`src/rtl/ascon_serial_loader.sv`:
```
// ascon_serial_loader: collects a key/nonce/AD/data message as 32-bit words and streams it bit-serially into the Ascon core.
// Optional WAIT watchdog enabled by defining ASCON_LOADER_TIMEOUT_EN.
`default_nettype none

module ascon_serial_loader #(
    parameter int K            = 128,
    parameter int L            = 40,
    parameter int Y            = 104,
    parameter int START_CYCLES = 4,
    parameter int TIMEOUT      = 4096
) (
    input  logic        clk,
    input  logic        rst,
    input  logic [31:0] in_data,
    input  logic        in_valid,
    output logic        in_ready,
    input  logic        in_decrypt,
    input  logic        ascon_readyxSO,
    output logic        core_rst,
    output logic        keyxSI,
    output logic        noncexSI,
    output logic        associated_dataxSI,
    output logic        output_dataxSI,
    output logic        ascon_startxSI,
    output logic        decrypt,
    output logic        busy,
    output logic        done,
    output logic        err
);

    localparam int c_N       = 128;
    localparam int c_KW      = (K + 31) / 32;
    localparam int c_NW      = 4;
    localparam int c_AW      = (L + 31) / 32;
    localparam int c_DW      = (Y + 31) / 32;
    localparam int c_TOTAL   = c_KW + c_NW + c_AW + c_DW;
    localparam int c_MAX_KN  = (K > c_N) ? K : c_N;
    localparam int c_MAX_LY  = (L > Y) ? L : Y;
    localparam int c_MAX     = (c_MAX_KN > c_MAX_LY) ? c_MAX_KN : c_MAX_LY;
    localparam int c_LIM_A   = (c_MAX > START_CYCLES) ? c_MAX : START_CYCLES;
    localparam int c_LIM     = (c_LIM_A > TIMEOUT) ? c_LIM_A : TIMEOUT;
    localparam int c_CW      = $clog2(c_LIM + 1);
    localparam int c_WCW     = $clog2(c_TOTAL + 1);
    localparam int c_KIW     = (K > 1) ? $clog2(K) : 1;
    localparam int c_NIW     = $clog2(c_N);
    localparam int c_LIW     = (L > 1) ? $clog2(L) : 1;
    localparam int c_YIW     = (Y > 1) ? $clog2(Y) : 1;

    typedef enum logic [2:0] {
        S_LOAD     = 3'd0,
        S_CORE_RST = 3'd1,
        S_SHIFT    = 3'd2,
        S_START    = 3'd3,
        S_WAIT     = 3'd4
    } state_t;

    state_t           r_state;
    state_t           w_state_next;
    logic [c_CW-1:0]  r_cnt;
    logic [c_CW-1:0]  w_cnt_next;
    logic [c_WCW-1:0] r_wcnt;
    logic [K-1:0]     r_key;
    logic [c_N-1:0]   r_nonce;
    logic [L-1:0]     r_ad;
    logic [Y-1:0]     r_data;
    logic [K-1:0]     w_key_next;
    logic [c_N-1:0]   w_nonce_next;
    logic [L-1:0]     w_ad_next;
    logic [Y-1:0]     w_data_next;
    logic             w_accept;
    logic             w_first;
    logic             w_timeout;
    logic             w_shift_next;
    logic [c_CW-1:0]  w_bit_idx;
    logic [c_KIW-1:0] w_kidx;
    logic [c_NIW-1:0] w_nidx;
    logic [c_LIW-1:0] w_lidx;
    logic [c_YIW-1:0] w_yidx;

    assign in_ready = (r_state == S_LOAD);
    assign busy     = (r_state != S_LOAD);
    assign w_accept = in_valid && (r_state == S_LOAD);
    assign w_first  = w_accept && (r_wcnt == '0);

    // Each new word enters at the bottom; only the low field-width bits survive.
    generate
        if (K > 32) begin : g_key_wide
            assign w_key_next = {r_key[K-33:0], in_data};
        end else begin : g_key_narrow
            assign w_key_next = in_data[K-1:0];
        end
        if (L > 32) begin : g_ad_wide
            assign w_ad_next = {r_ad[L-33:0], in_data};
        end else begin : g_ad_narrow
            assign w_ad_next = in_data[L-1:0];
        end
        if (Y > 32) begin : g_data_wide
            assign w_data_next = {r_data[Y-33:0], in_data};
        end else begin : g_data_narrow
            assign w_data_next = in_data[Y-1:0];
        end
    endgenerate
    assign w_nonce_next = {r_nonce[c_N-33:0], in_data};

    always_comb begin
        w_state_next = r_state;
        w_cnt_next   = r_cnt;
        w_timeout    = 1'b0;
        case (r_state)
            S_LOAD: begin
                if (w_accept && (r_wcnt == c_WCW'(c_TOTAL - 1))) begin
                    w_state_next = S_CORE_RST;
                    w_cnt_next   = '0;
                end
            end
            S_CORE_RST: begin
                if (r_cnt == c_CW'(1)) begin
                    w_state_next = S_SHIFT;
                    w_cnt_next   = '0;
                end else begin
                    w_cnt_next = r_cnt + 1'b1;
                end
            end
            S_SHIFT: begin
                if (r_cnt == c_CW'(c_MAX - 1)) begin
                    w_state_next = S_START;
                    w_cnt_next   = '0;
                end else begin
                    w_cnt_next = r_cnt + 1'b1;
                end
            end
            S_START: begin
                if (r_cnt == c_CW'(START_CYCLES - 1)) begin
                    w_state_next = S_WAIT;
                    w_cnt_next   = '0;
                end else begin
                    w_cnt_next = r_cnt + 1'b1;
                end
            end
            S_WAIT: begin
                if (ascon_readyxSO) begin
                    w_state_next = S_LOAD;
                    w_cnt_next   = '0;
                end
`ifdef ASCON_LOADER_TIMEOUT_EN
                else if (r_cnt == c_CW'(TIMEOUT - 1)) begin
                    w_state_next = S_LOAD;
                    w_cnt_next   = '0;
                    w_timeout    = 1'b1;
                end else begin
                    w_cnt_next = r_cnt + 1'b1;
                end
`endif
            end
            default: begin
                w_state_next = S_LOAD;
                w_cnt_next   = '0;
            end
        endcase
    end

    always_ff @(posedge clk or posedge rst) begin
        if (rst) begin
            r_state <= S_LOAD;
            r_cnt   <= '0;
        end else begin
            r_state <= w_state_next;
            r_cnt   <= w_cnt_next;
        end
    end

    always_ff @(posedge clk or posedge rst) begin
        if (rst) begin
            r_wcnt  <= '0;
            r_key   <= '0;
            r_nonce <= '0;
            r_ad    <= '0;
            r_data  <= '0;
        end else if (w_accept) begin
            r_wcnt <= r_wcnt + 1'b1;
            if (r_wcnt < c_WCW'(c_KW))
                r_key <= w_key_next;
            else if (r_wcnt < c_WCW'(c_KW + c_NW))
                r_nonce <= w_nonce_next;
            else if (r_wcnt < c_WCW'(c_KW + c_NW + c_AW))
                r_ad <= w_ad_next;
            else
                r_data <= w_data_next;
        end else if ((r_state == S_WAIT) && (w_state_next == S_LOAD)) begin
            r_wcnt <= '0;
        end
    end

    // Index of the bit to present after this edge; outputs are registered one cycle ahead.
    assign w_shift_next = (w_state_next == S_SHIFT);
    assign w_bit_idx    = (r_state == S_SHIFT) ? r_cnt + 1'b1 : '0;
    assign w_kidx       = c_KIW'(K - 1)   - w_bit_idx[c_KIW-1:0];
    assign w_nidx       = c_NIW'(c_N - 1) - w_bit_idx[c_NIW-1:0];
    assign w_lidx       = c_LIW'(L - 1)   - w_bit_idx[c_LIW-1:0];
    assign w_yidx       = c_YIW'(Y - 1)   - w_bit_idx[c_YIW-1:0];

    always_ff @(posedge clk or posedge rst) begin
        if (rst) begin
            core_rst           <= 1'b0;
            keyxSI             <= 1'b0;
            noncexSI           <= 1'b0;
            associated_dataxSI <= 1'b0;
            output_dataxSI     <= 1'b0;
            ascon_startxSI     <= 1'b0;
            decrypt            <= 1'b0;
            done               <= 1'b0;
        end else begin
            core_rst           <= (w_state_next == S_CORE_RST);
            ascon_startxSI     <= (w_state_next == S_START);
            keyxSI             <= w_shift_next && (w_bit_idx < c_CW'(K))   && r_key[w_kidx];
            noncexSI           <= w_shift_next && (w_bit_idx < c_CW'(c_N)) && r_nonce[w_nidx];
            associated_dataxSI <= w_shift_next && (w_bit_idx < c_CW'(L))   && r_ad[w_lidx];
            output_dataxSI     <= w_shift_next && (w_bit_idx < c_CW'(Y))   && r_data[w_yidx];
            done               <= (r_state == S_WAIT) && ascon_readyxSO;
            if (w_first)
                decrypt <= in_decrypt;
        end
    end

`ifdef ASCON_LOADER_TIMEOUT_EN
    always_ff @(posedge clk or posedge rst) begin
        if (rst)
            err <= 1'b0;
        else if (w_timeout)
            err <= 1'b1;
        else if (w_first)
            err <= 1'b0;
    end
`else
    assign err = 1'b0;
`endif

endmodule

`default_nettype wire

```
`config.mk`:
```
export PLATFORM = sky130hd
export DESIGN_NAME = ascon_serial_loader
export DESIGN_NICKNAME = d
export VERILOG_FILES = /design/src/rtl/ascon_serial_loader.sv
export SDC_FILE = /design/constraint.sdc
export NUM_CORES = 1
export LEC_CHECK = 0
export BUFFER_PORTS_ARGS = -buffer_cell sky130_fd_sc_hd__buf_2
export CAP_MARGIN = 25
export CORE_MARGIN = 10
export CORE_UTILIZATION = 42
export DETAILED_ROUTE_END_ITERATION = 6
export PLACE_DENSITY = 0.64
export SYNTH_ARGS = -nofsm -noshare
export SYNTH_HDL_FRONTEND = slang
export SYNTH_SLANG_ARGS = --single-unit
```
`constraint.sdc`:
```
create_clock -name clk -period 17.6 [get_ports clk]
set_input_delay 0.88 -clock clk [delete_from_list [all_inputs] [get_ports clk]]
set_output_delay 0.88 -clock clk [all_outputs]
set_load 0.02 [all_outputs]
```
==> metrics.txt <==
largest cells by area after synthesis dfrtp_1 54%, mux2_2 23%, mux4_2 2.9%; syn avg cell area 12.95 µm²; synthesis-to-layout area growth 12.08%; WS Path Type register to register; Routed Wire Length 52.89 mm; wire length per cell 24.14 µm; die area 56,700 µm²; IO Port Bufs 46; Seq/Total Area, Yosys 0.5360; first-pass GRT wire length 82.50 mm; Die Wd 238.1 µm; Clock transition at path regs 0.06 ns; Simple-Gate Fraction of Synth Area 0.06036; Site Rows 79; Routed Antenna Nets 0; syn_nets 1,586; hold crit path type input port to asynchronous set/reset pin; cell taking the most area after synthesis dfrtp_1; CTS tree built; Register Area 10,710 µm²; unique cell type count in the Yosys netlist 68; area of the core 46,750 µm²; layout cells sized above 1 0.3819; commonest non-fill, non-tap cell in the layout dfrtp_1; Synth Area in Adders 0.003757; height of the die 238.1 µm; Clock power frac 0.221; slew margin rel. 0.2978; Clock Latency Late Sink 0.58 ns; R2R setup slack 12.81 ns; Boundary Pins 48; total CTS buffers 46; initial antenna violation count 0; achievable frequency 0.2087 GHz; Peak VDD IR 142.7 µV; Final Cycle Share 0.2722; Synth Area in Compound Gates 0.08190; Post-CTS Setup Inserts 0; #FFs+latches synth 428; antenna cells 0; post-route design area 22,400 µm²; CTS Hold Bufs 0; DRC viols 0; largest family of logic cells by synthesized area multiplexers; clock skew 0.01529 ns; RSZ-0062 raised after global routing false; max_cap viols 0; Worst-Margin Slew 1.040 ns; Filler cells 4,106; CP Capture Type register; leakage 9.726 nW; status completed; final setup margin 12.81 ns; Pint 2.857 mW; # setup viols final 0; min Tclk post-route 4.791 ns; H-tree levels 2; area of the mapped netlist 19,980 µm²; mux cell area share after synthesis 0.2840; Worst EP arrival 5.25 ns; commonest non-fill, non-tap cells in the layout 427 x dfrtp_1, 412 x mux2_2, 101 x nand2_1; Place WS 12.87 ns; XOR/XNOR Fraction of Synth Area 0.005197; commonest register cell after synthesis dfrtp_1; Req. time, crit path 18.06 ns; vias in the first global route 13,330; final hold violations 0; final setup TNS 0 ns; routed vias/inst 6.033; First-pass DRT Iterations 5; total gr overflow 0; Initial Utilization 0.4274; Comb pwr share 0.376; NetSw 1.629 mW; Clock Tree Buf Depth 3; fin util 0.4790; Final Max Tran Viols 0; fraction of registers with async set or reset after synthesis 1.000; DP Wirelength 33.97 mm; Sw Ratio 0.3632; sequential share of power 0.403; power per cell area 200.3 nW/µm²; Post-synth EDFFs 0; Clock Sinks 428; GP Congestion 0.8800; Syn Inst Count 1,543; Yosys top cell area share 0.5360; GRT Overall Usage 0.1854; Critical Path Start Type register; routed vias 13,220; synth warn 0; final net count 1,593; pin count of the biggest net entering global routing 118; Multi-input gate area 8766 µm²; root buf cell clkbuf_16; DP Area 20,730 µm²; crit-path max FO 58; Starting DRT DRC Count 1,287; CTS resizes 0
## per-stage QoR
stage,instances,hold WS [ns],total power [mW]
after floorplan,1543,0.4712,2.942
after global placement,2104,0.4831,3.431
after detailed placement,2104,0.4892,3.486
after CTS,2186,0.5028,4.489
after global routing,2191,0.5150,4.727
final,2191,0.4388,4.486
## flip-flops by register name (all words and copies together), names as in the netlist, 3 cells and up
name,flops
r_wcnt,4
r_nonce,128
r_state,3
r_cnt,13
r_key,128
r_data,104
r_ad,40
## cells in the mapped netlist, types with 3 or more instances
library cell,count
a2111oi_0,4
or3_1,6
nor2_1,26
nand3b_1,3
xor2_1,6
o31ai_1,10
clkbuf_1,58
a31oi_1,17
inv_1,14
a311oi_1,8
ha_1,6
nor4_1,6
nand2_1,102
o2111ai_1,3
nor2b_1,3
mux2i_1,45
a211o_1,3
o211ai_1,11
a211oi_1,13
and3_1,5
buf_1,19
mux4_2,26
mux2_2,412
xnor2_1,4
nor3_1,27
a21oi_1,37
nand4_1,9
nand2b_1,3
nand3_1,41
dfrtp_1,428
o21ai_0,51
o221ai_1,11
a221oi_1,42
buf_2,35
buf_4,4
## power by group through the flow
stage               sequential (mW)  clock [mW]  combinational (mW)
CTS                            1.80        1.01                1.68
floorplan                      1.65           0                1.29
finish                         1.81       0.992                1.69
global placement               1.80           0                1.63
global route                   1.86        1.05                1.82
detailed placement             1.81           0                1.68
## critical path, stage by stage, from the launching register on
cell and delay (ns):
dfrtp_4 0.55, buf_4 0.74, ha_1 0.56, xor2_4 0.17
buf_4 0.50, nand2_1 0.72, mux2_2 0.50, o21ai_0 0.18
nand3_1 0.13, o2111a_1 0.19, nor4_1 0.29, nor3_1 0.10
## final timing paths
check / end / start / cells after the start
max in group asynchronous: r_data[56] / rst / 6
min in group clk: decrypt / decrypt / 1
min reg2reg: decrypt / decrypt / 1
max reg2reg: output_dataxSI / r_cnt[0] / 11
min: r_nonce[87] / rst / 2
max: output_dataxSI / r_cnt[0] / 11
## area by class of cell
class / count / share of cell area
clock buffer: 66 / 0.05838
clock inverter: 16 / 0.01039
inverter: 16 / 0.003017
multi-input combinational: 981 / 0.3914
sequential: 428 / 0.4784
tap: 607 / 0.03391
timing repair buffer: 77 / 0.02447
## kinds of logic after synthesis
logic type	count (synthesis)
adder cells (fa/ha/maj)	6
AO/OA/AOI/OAI	234
other	1
XOR/XNOR	11
AND/OR/NAND/NOR	246
buffers and inverters	134
multiplexers	483
flip-flops	428
## layer usage
layer / vias to the layer above / wire length (µm) / GRT usage
met2: 403 / 23460 / 0.2778
met1: 6955 / 24810 / 0.2663
met5: - / 0 / 0
li1: 5761 / - / -
met4: 0 / 1626 / 0.06641
met3: 99 / 2992 / 0.03112
(Power assumes the default switching activity.)
